==> src/rtl/kalman_predict_seq_if.sv <==
// Bundle interface between the measurement-update stage, kalman_predict_seq and the predicted-state bank.
// Handshake: a bundle crosses in_* (or out_*) on a rising edge where valid && ready; valid holds its data stable until then.
interface kalman_predict_seq_if #(
    parameter int AXES = 3,
    parameter int DW   = 16,
    parameter int OW   = 32
);
    logic               mode_diag;
    logic               in_valid;
    logic               in_ready;
    logic [AXES*DW-1:0] x_in;
    logic [AXES*DW-1:0] v_in;
    logic [AXES*DW-1:0] ppp_in;
    logic [AXES*DW-1:0] ppv_in;
    logic [AXES*DW-1:0] pvp_in;
    logic [AXES*DW-1:0] pvv_in;
    logic               out_valid;
    logic               out_ready;
    logic [AXES*OW-1:0] x_out;
    logic [AXES*OW-1:0] v_out;
    logic [AXES*OW-1:0] ppp_out;
    logic [AXES*OW-1:0] ppv_out;
    logic [AXES*OW-1:0] pvp_out;
    logic [AXES*OW-1:0] pvv_out;
    logic               sat;

    // master is the surrounding environment: it supplies bundles and consumes results.
    modport master (
        output mode_diag, in_valid, x_in, v_in, ppp_in, ppv_in, pvp_in, pvv_in, out_ready,
        input  in_ready, out_valid, x_out, v_out, ppp_out, ppv_out, pvp_out, pvv_out, sat
    );

    modport slave (
        input  mode_diag, in_valid, x_in, v_in, ppp_in, ppv_in, pvp_in, pvv_in, out_ready,
        output in_ready, out_valid, x_out, v_out, ppp_out, ppv_out, pvp_out, pvv_out, sat
    );
endinterface

==> src/rtl/kalman_predict_seq.sv <==
// Constant-velocity Kalman predict stage: x' = F*x, P' = F*P*F^T + Q, one axis per clock
// through a shared datapath, with diagonal-only legacy mode and saturating outputs.
module kalman_predict_seq #(
    parameter int AXES     = 3,
    parameter int DW       = 16,
    parameter int OW       = 32,
    parameter int DT_SHIFT = 0,
    parameter int Q_POS    = 1,
    parameter int Q_VEL    = 10
) (
    input  logic                clk,
    input  logic                rst,
    kalman_predict_seq_if.slave bus
);
    localparam int IW   = DW + 2*DT_SHIFT + 4;
    // Q terms may be as wide as OW, so the accumulator covers both.
    localparam int CW   = ((IW > OW) ? IW : OW) + 2;
    localparam int IDXW = (AXES > 1) ? $clog2(AXES) : 1;
    localparam logic [IDXW-1:0]     LAST = IDXW'(AXES - 1);
    localparam logic signed [CW-1:0] QP   = CW'(Q_POS);
    localparam logic signed [CW-1:0] QV   = CW'(Q_VEL);
    localparam logic signed [CW-1:0] OMAX = {{(CW-OW+1){1'b0}}, {(OW-1){1'b1}}};
    localparam logic signed [CW-1:0] OMIN = {{(CW-OW+1){1'b1}}, {(OW-1){1'b0}}};

    typedef enum logic [1:0] {IDLE, CALC, DONE} state_t;

    state_t             state, state_n;
    logic [IDXW-1:0]    idx;
    logic               mode_r;
    logic               sat_r;
    logic               in_ready_c, out_valid_c;
    logic [AXES*DW-1:0] x_r, v_r, ppp_r, ppv_r, pvp_r, pvv_r;
    logic [AXES*OW-1:0] x_o, v_o, ppp_o, ppv_o, pvp_o, pvv_o;

    logic signed [CW-1:0] x_a, v_a, ppp_a, ppv_a, pvp_a, pvv_a;
    logic signed [CW-1:0] x_n, v_n, ppp_n, ppv_n, pvp_n, pvv_n;
    logic [OW:0]          x_c, v_c, ppp_c, ppv_c, pvp_c, pvv_c;
    logic                 step_sat;

    function automatic logic signed [CW-1:0] sx(input logic [DW-1:0] a);
        return CW'($signed(a));
    endfunction

    // Returns {clipped_flag, value}.
    function automatic logic [OW:0] clip(input logic signed [CW-1:0] a);
        if (a > OMAX)
            return {1'b1, OMAX[OW-1:0]};
        else if (a < OMIN)
            return {1'b1, OMIN[OW-1:0]};
        else
            return {1'b0, a[OW-1:0]};
    endfunction

    always_comb begin
        x_a   = sx(x_r[int'(idx)*DW +: DW]);
        v_a   = sx(v_r[int'(idx)*DW +: DW]);
        ppp_a = sx(ppp_r[int'(idx)*DW +: DW]);
        ppv_a = sx(ppv_r[int'(idx)*DW +: DW]);
        pvp_a = sx(pvp_r[int'(idx)*DW +: DW]);
        pvv_a = sx(pvv_r[int'(idx)*DW +: DW]);

        x_n   = x_a + (v_a <<< DT_SHIFT);
        v_n   = v_a;
        pvv_n = pvv_a + QV;
        if (mode_r) begin
            // Legacy predictor treats the cross term as 2*Ppv and leaves it unpropagated.
            ppp_n = ppp_a + (ppv_a <<< (1 + DT_SHIFT)) + (pvv_a <<< (2*DT_SHIFT)) + QP;
            ppv_n = ppv_a;
            pvp_n = pvp_a;
        end else begin
            ppp_n = ppp_a + ((ppv_a + pvp_a) <<< DT_SHIFT) + (pvv_a <<< (2*DT_SHIFT)) + QP;
            ppv_n = ppv_a + (pvv_a <<< DT_SHIFT);
            pvp_n = pvp_a + (pvv_a <<< DT_SHIFT);
        end

        x_c   = clip(x_n);
        v_c   = clip(v_n);
        ppp_c = clip(ppp_n);
        ppv_c = clip(ppv_n);
        pvp_c = clip(pvp_n);
        pvv_c = clip(pvv_n);
        step_sat = x_c[OW] | v_c[OW] | ppp_c[OW] | ppv_c[OW] | pvp_c[OW] | pvv_c[OW];
    end

    always_ff @(posedge clk) begin
        if (rst)
            state <= IDLE;
        else
            state <= state_n;
    end

    always_comb begin
        state_n     = state;
        in_ready_c  = 1'b0;
        out_valid_c = 1'b0;
        unique case (state)
            IDLE: begin
                in_ready_c = 1'b1;
                if (bus.in_valid)
                    state_n = CALC;
            end
            CALC: begin
                if (idx == LAST)
                    state_n = DONE;
            end
            DONE: begin
                out_valid_c = 1'b1;
                if (bus.out_ready)
                    state_n = IDLE;
            end
            default: state_n = IDLE;
        endcase
    end

    always_ff @(posedge clk) begin
        if (rst) begin
            idx    <= '0;
            mode_r <= 1'b0;
            sat_r  <= 1'b0;
            x_r    <= '0;
            v_r    <= '0;
            ppp_r  <= '0;
            ppv_r  <= '0;
            pvp_r  <= '0;
            pvv_r  <= '0;
            x_o    <= '0;
            v_o    <= '0;
            ppp_o  <= '0;
            ppv_o  <= '0;
            pvp_o  <= '0;
            pvv_o  <= '0;
        end else begin
            case (state)
                IDLE: begin
                    if (bus.in_valid) begin
                        mode_r <= bus.mode_diag;
                        x_r    <= bus.x_in;
                        v_r    <= bus.v_in;
                        ppp_r  <= bus.ppp_in;
                        ppv_r  <= bus.ppv_in;
                        pvp_r  <= bus.pvp_in;
                        pvv_r  <= bus.pvv_in;
                        sat_r  <= 1'b0;
                        idx    <= '0;
                    end
                end
                CALC: begin
                    x_o[int'(idx)*OW +: OW]   <= x_c[OW-1:0];
                    v_o[int'(idx)*OW +: OW]   <= v_c[OW-1:0];
                    ppp_o[int'(idx)*OW +: OW] <= ppp_c[OW-1:0];
                    ppv_o[int'(idx)*OW +: OW] <= ppv_c[OW-1:0];
                    pvp_o[int'(idx)*OW +: OW] <= pvp_c[OW-1:0];
                    pvv_o[int'(idx)*OW +: OW] <= pvv_c[OW-1:0];
                    sat_r <= sat_r | step_sat;
                    if (idx != LAST)
                        idx <= idx + 1'b1;
                end
                default: ;
            endcase
        end
    end

    assign bus.in_ready  = in_ready_c;
    assign bus.out_valid = out_valid_c;
    assign bus.sat       = sat_r;
    assign bus.x_out     = x_o;
    assign bus.v_out     = v_o;
    assign bus.ppp_out   = ppp_o;
    assign bus.ppv_out   = ppv_o;
    assign bus.pvp_out   = pvp_o;
    assign bus.pvv_out   = pvv_o;
endmodule

==> src/flat_wrapper.sv <==
// flat-port wrapper written by rule: the top's interface ports become plain ports
module kalman_predict_seq_flat 
#(
    parameter int AXES     = 3,
    parameter int DW       = 16,
    parameter int OW       = 32,
    parameter int DT_SHIFT = 0,
    parameter int Q_POS    = 1,
    parameter int Q_VEL    = 10
)
  (clk, rst, bus_mode_diag, bus_in_valid, bus_x_in, bus_v_in, bus_ppp_in, bus_ppv_in, bus_pvp_in, bus_pvv_in, bus_out_ready, bus_in_ready, bus_out_valid, bus_x_out, bus_v_out, bus_ppp_out, bus_ppv_out, bus_pvp_out, bus_pvv_out, bus_sat);
  kalman_predict_seq_if #(.AXES(AXES), .DW(DW), .OW(OW)) bus_i ();
  input  logic clk;
  input  logic rst;
  input wire logic [$bits(bus_i.mode_diag)-1:0] bus_mode_diag;
  input wire logic [$bits(bus_i.in_valid)-1:0] bus_in_valid;
  input wire logic [$bits(bus_i.x_in)-1:0] bus_x_in;
  input wire logic [$bits(bus_i.v_in)-1:0] bus_v_in;
  input wire logic [$bits(bus_i.ppp_in)-1:0] bus_ppp_in;
  input wire logic [$bits(bus_i.ppv_in)-1:0] bus_ppv_in;
  input wire logic [$bits(bus_i.pvp_in)-1:0] bus_pvp_in;
  input wire logic [$bits(bus_i.pvv_in)-1:0] bus_pvv_in;
  input wire logic [$bits(bus_i.out_ready)-1:0] bus_out_ready;
  output wire logic [$bits(bus_i.in_ready)-1:0] bus_in_ready;
  output wire logic [$bits(bus_i.out_valid)-1:0] bus_out_valid;
  output wire logic [$bits(bus_i.x_out)-1:0] bus_x_out;
  output wire logic [$bits(bus_i.v_out)-1:0] bus_v_out;
  output wire logic [$bits(bus_i.ppp_out)-1:0] bus_ppp_out;
  output wire logic [$bits(bus_i.ppv_out)-1:0] bus_ppv_out;
  output wire logic [$bits(bus_i.pvp_out)-1:0] bus_pvp_out;
  output wire logic [$bits(bus_i.pvv_out)-1:0] bus_pvv_out;
  output wire logic [$bits(bus_i.sat)-1:0] bus_sat;
  assign bus_i.mode_diag = bus_mode_diag;
  assign bus_i.in_valid = bus_in_valid;
  assign bus_i.x_in = bus_x_in;
  assign bus_i.v_in = bus_v_in;
  assign bus_i.ppp_in = bus_ppp_in;
  assign bus_i.ppv_in = bus_ppv_in;
  assign bus_i.pvp_in = bus_pvp_in;
  assign bus_i.pvv_in = bus_pvv_in;
  assign bus_i.out_ready = bus_out_ready;
  assign bus_in_ready = bus_i.in_ready;
  assign bus_out_valid = bus_i.out_valid;
  assign bus_x_out = bus_i.x_out;
  assign bus_v_out = bus_i.v_out;
  assign bus_ppp_out = bus_i.ppp_out;
  assign bus_ppv_out = bus_i.ppv_out;
  assign bus_pvp_out = bus_i.pvp_out;
  assign bus_pvv_out = bus_i.pvv_out;
  assign bus_sat = bus_i.sat;
  kalman_predict_seq #(.AXES(AXES), .DW(DW), .OW(OW), .DT_SHIFT(DT_SHIFT), .Q_POS(Q_POS), .Q_VEL(Q_VEL)) u_core (.clk(clk), .rst(rst), .bus(bus_i));
endmodule
==> config.mk <==
export PLATFORM = sky130hd
export DESIGN_NAME = kalman_predict_seq_flat
export DESIGN_NICKNAME = d
export VERILOG_FILES = /design/src/rtl/kalman_predict_seq_if.sv /design/src/rtl/kalman_predict_seq.sv /design/src/flat_wrapper.sv
export SDC_FILE = /design/constraint.sdc
export NUM_CORES = 2
export LEC_CHECK = 0
export CAP_MARGIN = 30
export CORE_AREA = 2 2 341 343
export CTS_BUF_LIST = sky130_fd_sc_hd__clkbuf_8 sky130_fd_sc_hd__clkbuf_16
export DETAILED_ROUTE_END_ITERATION = 7
export DIE_AREA = 0 0 343 345
export GPL_ROUTABILITY_DRIVEN = 0
export PLACE_DENSITY = 0.55
export SLEW_MARGIN = 20
export SYNTH_ARGS = -nofsm -noshare
export SYNTH_HDL_FRONTEND = slang
export SYNTH_SLANG_ARGS = --single-unit
==> constraint.sdc <==
create_clock -name clk -period 7.5 [get_ports clk]
set_input_delay 1.125 -clock clk [delete_from_list [all_inputs] [get_ports clk]]
set_output_delay 1.125 -clock clk [all_outputs]
set_load 0.02 [all_outputs]
==> impl_metrics.env <==
export IMPL_run_status="finished, final reports clean"
export IMPL_portBuffers=871
export IMPL_seq_area_frac_synth=0.411
export IMPL_fp_dieArea_mm2=0.118
export IMPL_clockRootBuffer="sky130_fd_sc_hd__clkbuf_16"
export IMPL_clock_sinks=642
export IMPL_critical_path_arrival_ps=7560
export IMPL_maxClockFrequency_mhz=142
export IMPL_yosysWarningCount=0
export IMPL_regArea_mm2=0.0129
export IMPL_largest_cells_by_area_after_synthesis="sky130_fd_sc_hd__dfxtp_1 (41%), sky130_fd_sc_hd__nand2_1 (9.7%), sky130_fd_sc_hd__a21oi_1 (6.7%), sky130_fd_sc_hd__a22oi_1 (6.1%), sky130_fd_sc_hd__buf_4 (5.5%)"
export IMPL_postSynthNetCount=4282
export IMPL_final_nets=4843
export IMPL_clock_skew_after_layout_ps=36.9
export IMPL_worst_skew_pair_late_latency_ps=670
export IMPL_tritoncts="yes"
export IMPL_worst_hold_path_class="reg2reg"
export IMPL_finish_utilization=0.370
export IMPL_grt_pass1_wl_um=196000
export IMPL_period_share=0.937
export IMPL_route_detailed_drc=0
export IMPL_endpoint_kind="register"
export IMPL_place_hpwl_um=105000
export IMPL_viasPerCell=4.89
export IMPL_start_util=0.272
export IMPL_final_hold_violation_count=0
export IMPL_pin_count_of_the_biggest_net_entering_global_routing=178
export IMPL_synth_most_common_cell="sky130_fd_sc_hd__nand2_1"
export IMPL_synth_lib_cells_used_distinct=76
export IMPL_total_wire_length_um=138000
export IMPL_layout_cell_share_with_drive_strength_beyond_1=0.0583
export IMPL_max_slew_margin=0.179
export IMPL_synth_xor_area_share=0.0263
export IMPL_power_density_mw_per_mm2=227
export IMPL_synth_top_area_share=0.411
export IMPL_cts_reportedPaths_clkPinSlew_ps=70
export IMPL_worst_ep_required_time_ps=8030
export IMPL_htree_levels=3
export IMPL_setup_viol_count_final=0
export IMPL_cts_hold_fix_buffers=0
export IMPL_synthDominantAreaCellType="sky130_fd_sc_hd__dfxtp_1"
export IMPL_synth_top_flop_cell="sky130_fd_sc_hd__dfxtp_1"
export IMPL_critical_path_class="reg2reg"
export IMPL_synth_area_mux_share=0.0341
export IMPL_p_clk_frac=0.398
export IMPL_mapped_area_mm2=0.0313
export IMPL_route_detailed_wl_per_inst_um=23.1
export IMPL_leakagePower_nw=16.1
export IMPL_combinationalPowerShare=0.227
export IMPL_largest_family_of_logic_cells_by_synthesized_area="compound AO/OA/AOI/OAI gates"
export IMPL_grt_pass1_vias=27400
export IMPL_drv_max_cap_violation_count=0
export IMPL_cts_buffer_depth=3
export IMPL_unrepaired_setup_endpoints_after_global_routing="no"
export IMPL_totalNegativeSetupSlack_ps=0
export IMPL_critPathLaunchType="register"
export IMPL_die_h_um=345
export IMPL_grt_total_usage=0.224
export IMPL_die_x_um=343
export IMPL_worst_pin_slew_ps=1230
export IMPL_number_of_antenna_violations_at_the_first_check_in_global_routing=22
export IMPL_worstPathMaxFanout=19
export IMPL_drt_initial_drc_count=2527
export IMPL_synth_edf_count=0
export IMPL_synth_area_per_cell_um2=8.13
export IMPL_post_synth_inst_count=3844
export IMPL_timing_final_crit_period_ps=7030
export IMPL_peak_ir_drop_on_the_vdd_network_mv=0.166
export IMPL_asyncSetResetFlopFracSynth=0
export IMPL_ioPinCount=872
export IMPL_intPower_mw=6.62
export IMPL_synth_compound_area_frac=0.194
export IMPL_syn2layout_area_growth_pct=36.4
export IMPL_tritoncts_num_buffers=78
export IMPL_core_rowCount=125
export IMPL_total_of_fill_cells_in_the_finished_design=11900
export IMPL_synth_cells_most_frequent="sky130_fd_sc_hd__nand2_1 (812), sky130_fd_sc_hd__dfxtp_1 (642), sky130_fd_sc_hd__a21oi_1 (419)"
export IMPL_route_vias_total=29300
export IMPL_post_synth_and_or_nand_nor_area_fraction=0.171
export IMPL_switching_share_of_power=0.317
export IMPL_drt_pass_1_iters=6
export IMPL_multiInputGateArea_mm2=0.0155
export IMPL_synth_ff_latch_count=642
export IMPL_sum_of_overflow_across_all_layers_after_global_routing=0
export IMPL_route_antenna_remaining_nets=0
export IMPL_register_share_of_total_power=0.375
export IMPL_post_synth_fa_ha_maj_area_fraction=0.0695
export IMPL_report_final_slew_viol_count=0
export IMPL_power_switching_mw=3.07
export IMPL_coreArea_mm2=0.115
path summary, 6_finish.rpt:
check,startpoint,endpoint,slack [ps],cells past startpoint
max,u_core.idx[0]$_SDFFE_PP0P_,u_core.bus.ppp_out[77]$_SDFFE_PP0P_,470,25
min,u_core.bus.ppp_out[24]$_SDFFE_PP0P_,u_core.bus.ppp_out[24]$_SDFFE_PP0P_,450,2
max reg2reg,u_core.idx[0]$_SDFFE_PP0P_,u_core.bus.ppp_out[77]$_SDFFE_PP0P_,470,25
min reg2reg,u_core.bus.ppp_out[24]$_SDFFE_PP0P_,u_core.bus.ppp_out[24]$_SDFFE_PP0P_,450,2
registers in the layout, indices dropped and copies added, names as in the netlist:
name                flops
u_core.bus.pvv_out     51
u_core.bus.ppv_out     51
u_core.ppp_r           48
u_core.idx              2
u_core.ppv_r           48
u_core.bus.sat          1
u_core.bus.x_out       51
u_core.v_r             48
u_core.pvv_r           48
u_core.bus.pvp_out     51
u_core.x_r             48
u_core.state            2
u_core.bus.ppp_out     96
u_core.pvp_r           48
u_core.mode_r           1
u_core.bus.v_out       48
per-stage QoR:
stage               total power, mW  hold WS (ps)  cells  cell area (µm²)  setup WS, ps
floorplan                      4.91           436   3844            31300           392
global route                   10.1           466   5992            42600          55.4
CTS                            9.77           453   5984            42600           485
finish                         9.69           452   5996            42600           473
global placement               5.84           439   5830            39900           694
detailed placement             5.89           446   5847            40000           537
cells in the final DEF (no fill, tap or decap), drive strengths merged, types with 6 or more instances in the layout:
| master | count |
|---|---|
| a211oi | 9 |
| a21o | 19 |
| a21oi | 419 |
| a22o | 24 |
| a22oi | 253 |
| a31oi | 11 |
| a32o | 10 |
| and3 | 13 |
| buf | 89 |
| clkbuf | 100 |
| clkdlybuf4s50 | 870 |
| clkinv | 9 |
| dfxtp | 642 |
| diode | 10 |
| fa | 38 |
| ha | 107 |
| inv | 91 |
| maj3 | 7 |
| mux2i | 103 |
| nand2 | 812 |
| nand2b | 13 |
| nand3 | 29 |
| nand4 | 10 |
| nor2 | 368 |
| nor2b | 13 |
| nor3 | 28 |
| o211ai | 9 |
| o21a | 15 |
| o21ai | 139 |
| o21bai | 6 |
| o22ai | 18 |
| o31ai | 7 |
| or2 | 10 |
| or3 | 8 |
| xnor2 | 60 |
| xor2 | 33 |
repair_timing:
item | CTS | global route
hold endpoints to repair | 0 | 0
endpoints found under the setup margin | 0 | 52
gates resized for setup | 0 | 2
buffers inserted | 0 | 0
critical path, cell delays in order (launching register included):
cell and delay (ps):
sky130_fd_sc_hd__dfxtp_4 510, sky130_fd_sc_hd__buf_4 390, sky130_fd_sc_hd__mux2i_1 220, sky130_fd_sc_hd__o21ai_0 200
sky130_fd_sc_hd__fa_1 610, sky130_fd_sc_hd__inv_1 70, sky130_fd_sc_hd__fa_1 470, sky130_fd_sc_hd__nor2b_1 120
sky130_fd_sc_hd__o21ai_0 120, sky130_fd_sc_hd__a21boi_0 310, sky130_fd_sc_hd__o21ai_0 150, sky130_fd_sc_hd__a21boi_0 430
sky130_fd_sc_hd__o21a_1 170, sky130_fd_sc_hd__nor2_1 40, sky130_fd_sc_hd__xnor2_1 120, sky130_fd_sc_hd__ha_1 350
sky130_fd_sc_hd__nand3_1 100, sky130_fd_sc_hd__nor3_1 320, sky130_fd_sc_hd__o21ai_0 250, sky130_fd_sc_hd__o21ba_2 280
sky130_fd_sc_hd__o21ai_1 300, sky130_fd_sc_hd__a21o_1 170, sky130_fd_sc_hd__a21oi_1 90, sky130_fd_sc_hd__o21ba_1 530
sky130_fd_sc_hd__nand2_1 240, sky130_fd_sc_hd__a32o_1 320
routing by layer:
metal	vias to the layer above	routed length (µm)	global-route usage
li1	14000	-	-
met2	1055	62600	0.357
met3	161	11900	0.0636
met1	14100	61000	0.298
met4	22	2880	0.0535
met5	-	149	0
layout make-up:
type | count | area share
timing repair buffer | 961 | 0.222
multi-input combinational | 2653 | 0.364
sequential | 642 | 0.302
inverter | 69 | 0.00607
clock inverter | 39 | 0.00848
antenna | 10 | 0.000587
clock buffer | 98 | 0.0525
tap | 1524 | 0.0447
cell families after synthesis:
logic type      count (synthesis)
simple gates                 1323
flops                         642
xor+xnor                       93
mux                           106
fa+ha+maj                     152
compound gates                979
buf+inv                       549
power by group through the flow:
stage                     sequential (mW)  clock [mW]  combinational (mW)
after floorplan                      3.72           0                1.19
after global placement               3.71           0                2.14
after detailed placement             3.71           0                2.18
after CTS                            3.63        3.95                2.19
after global routing                 3.65        4.08                2.36
final                                3.63        3.86                2.20
Note: power is estimated with default switching activity, not from simulation.
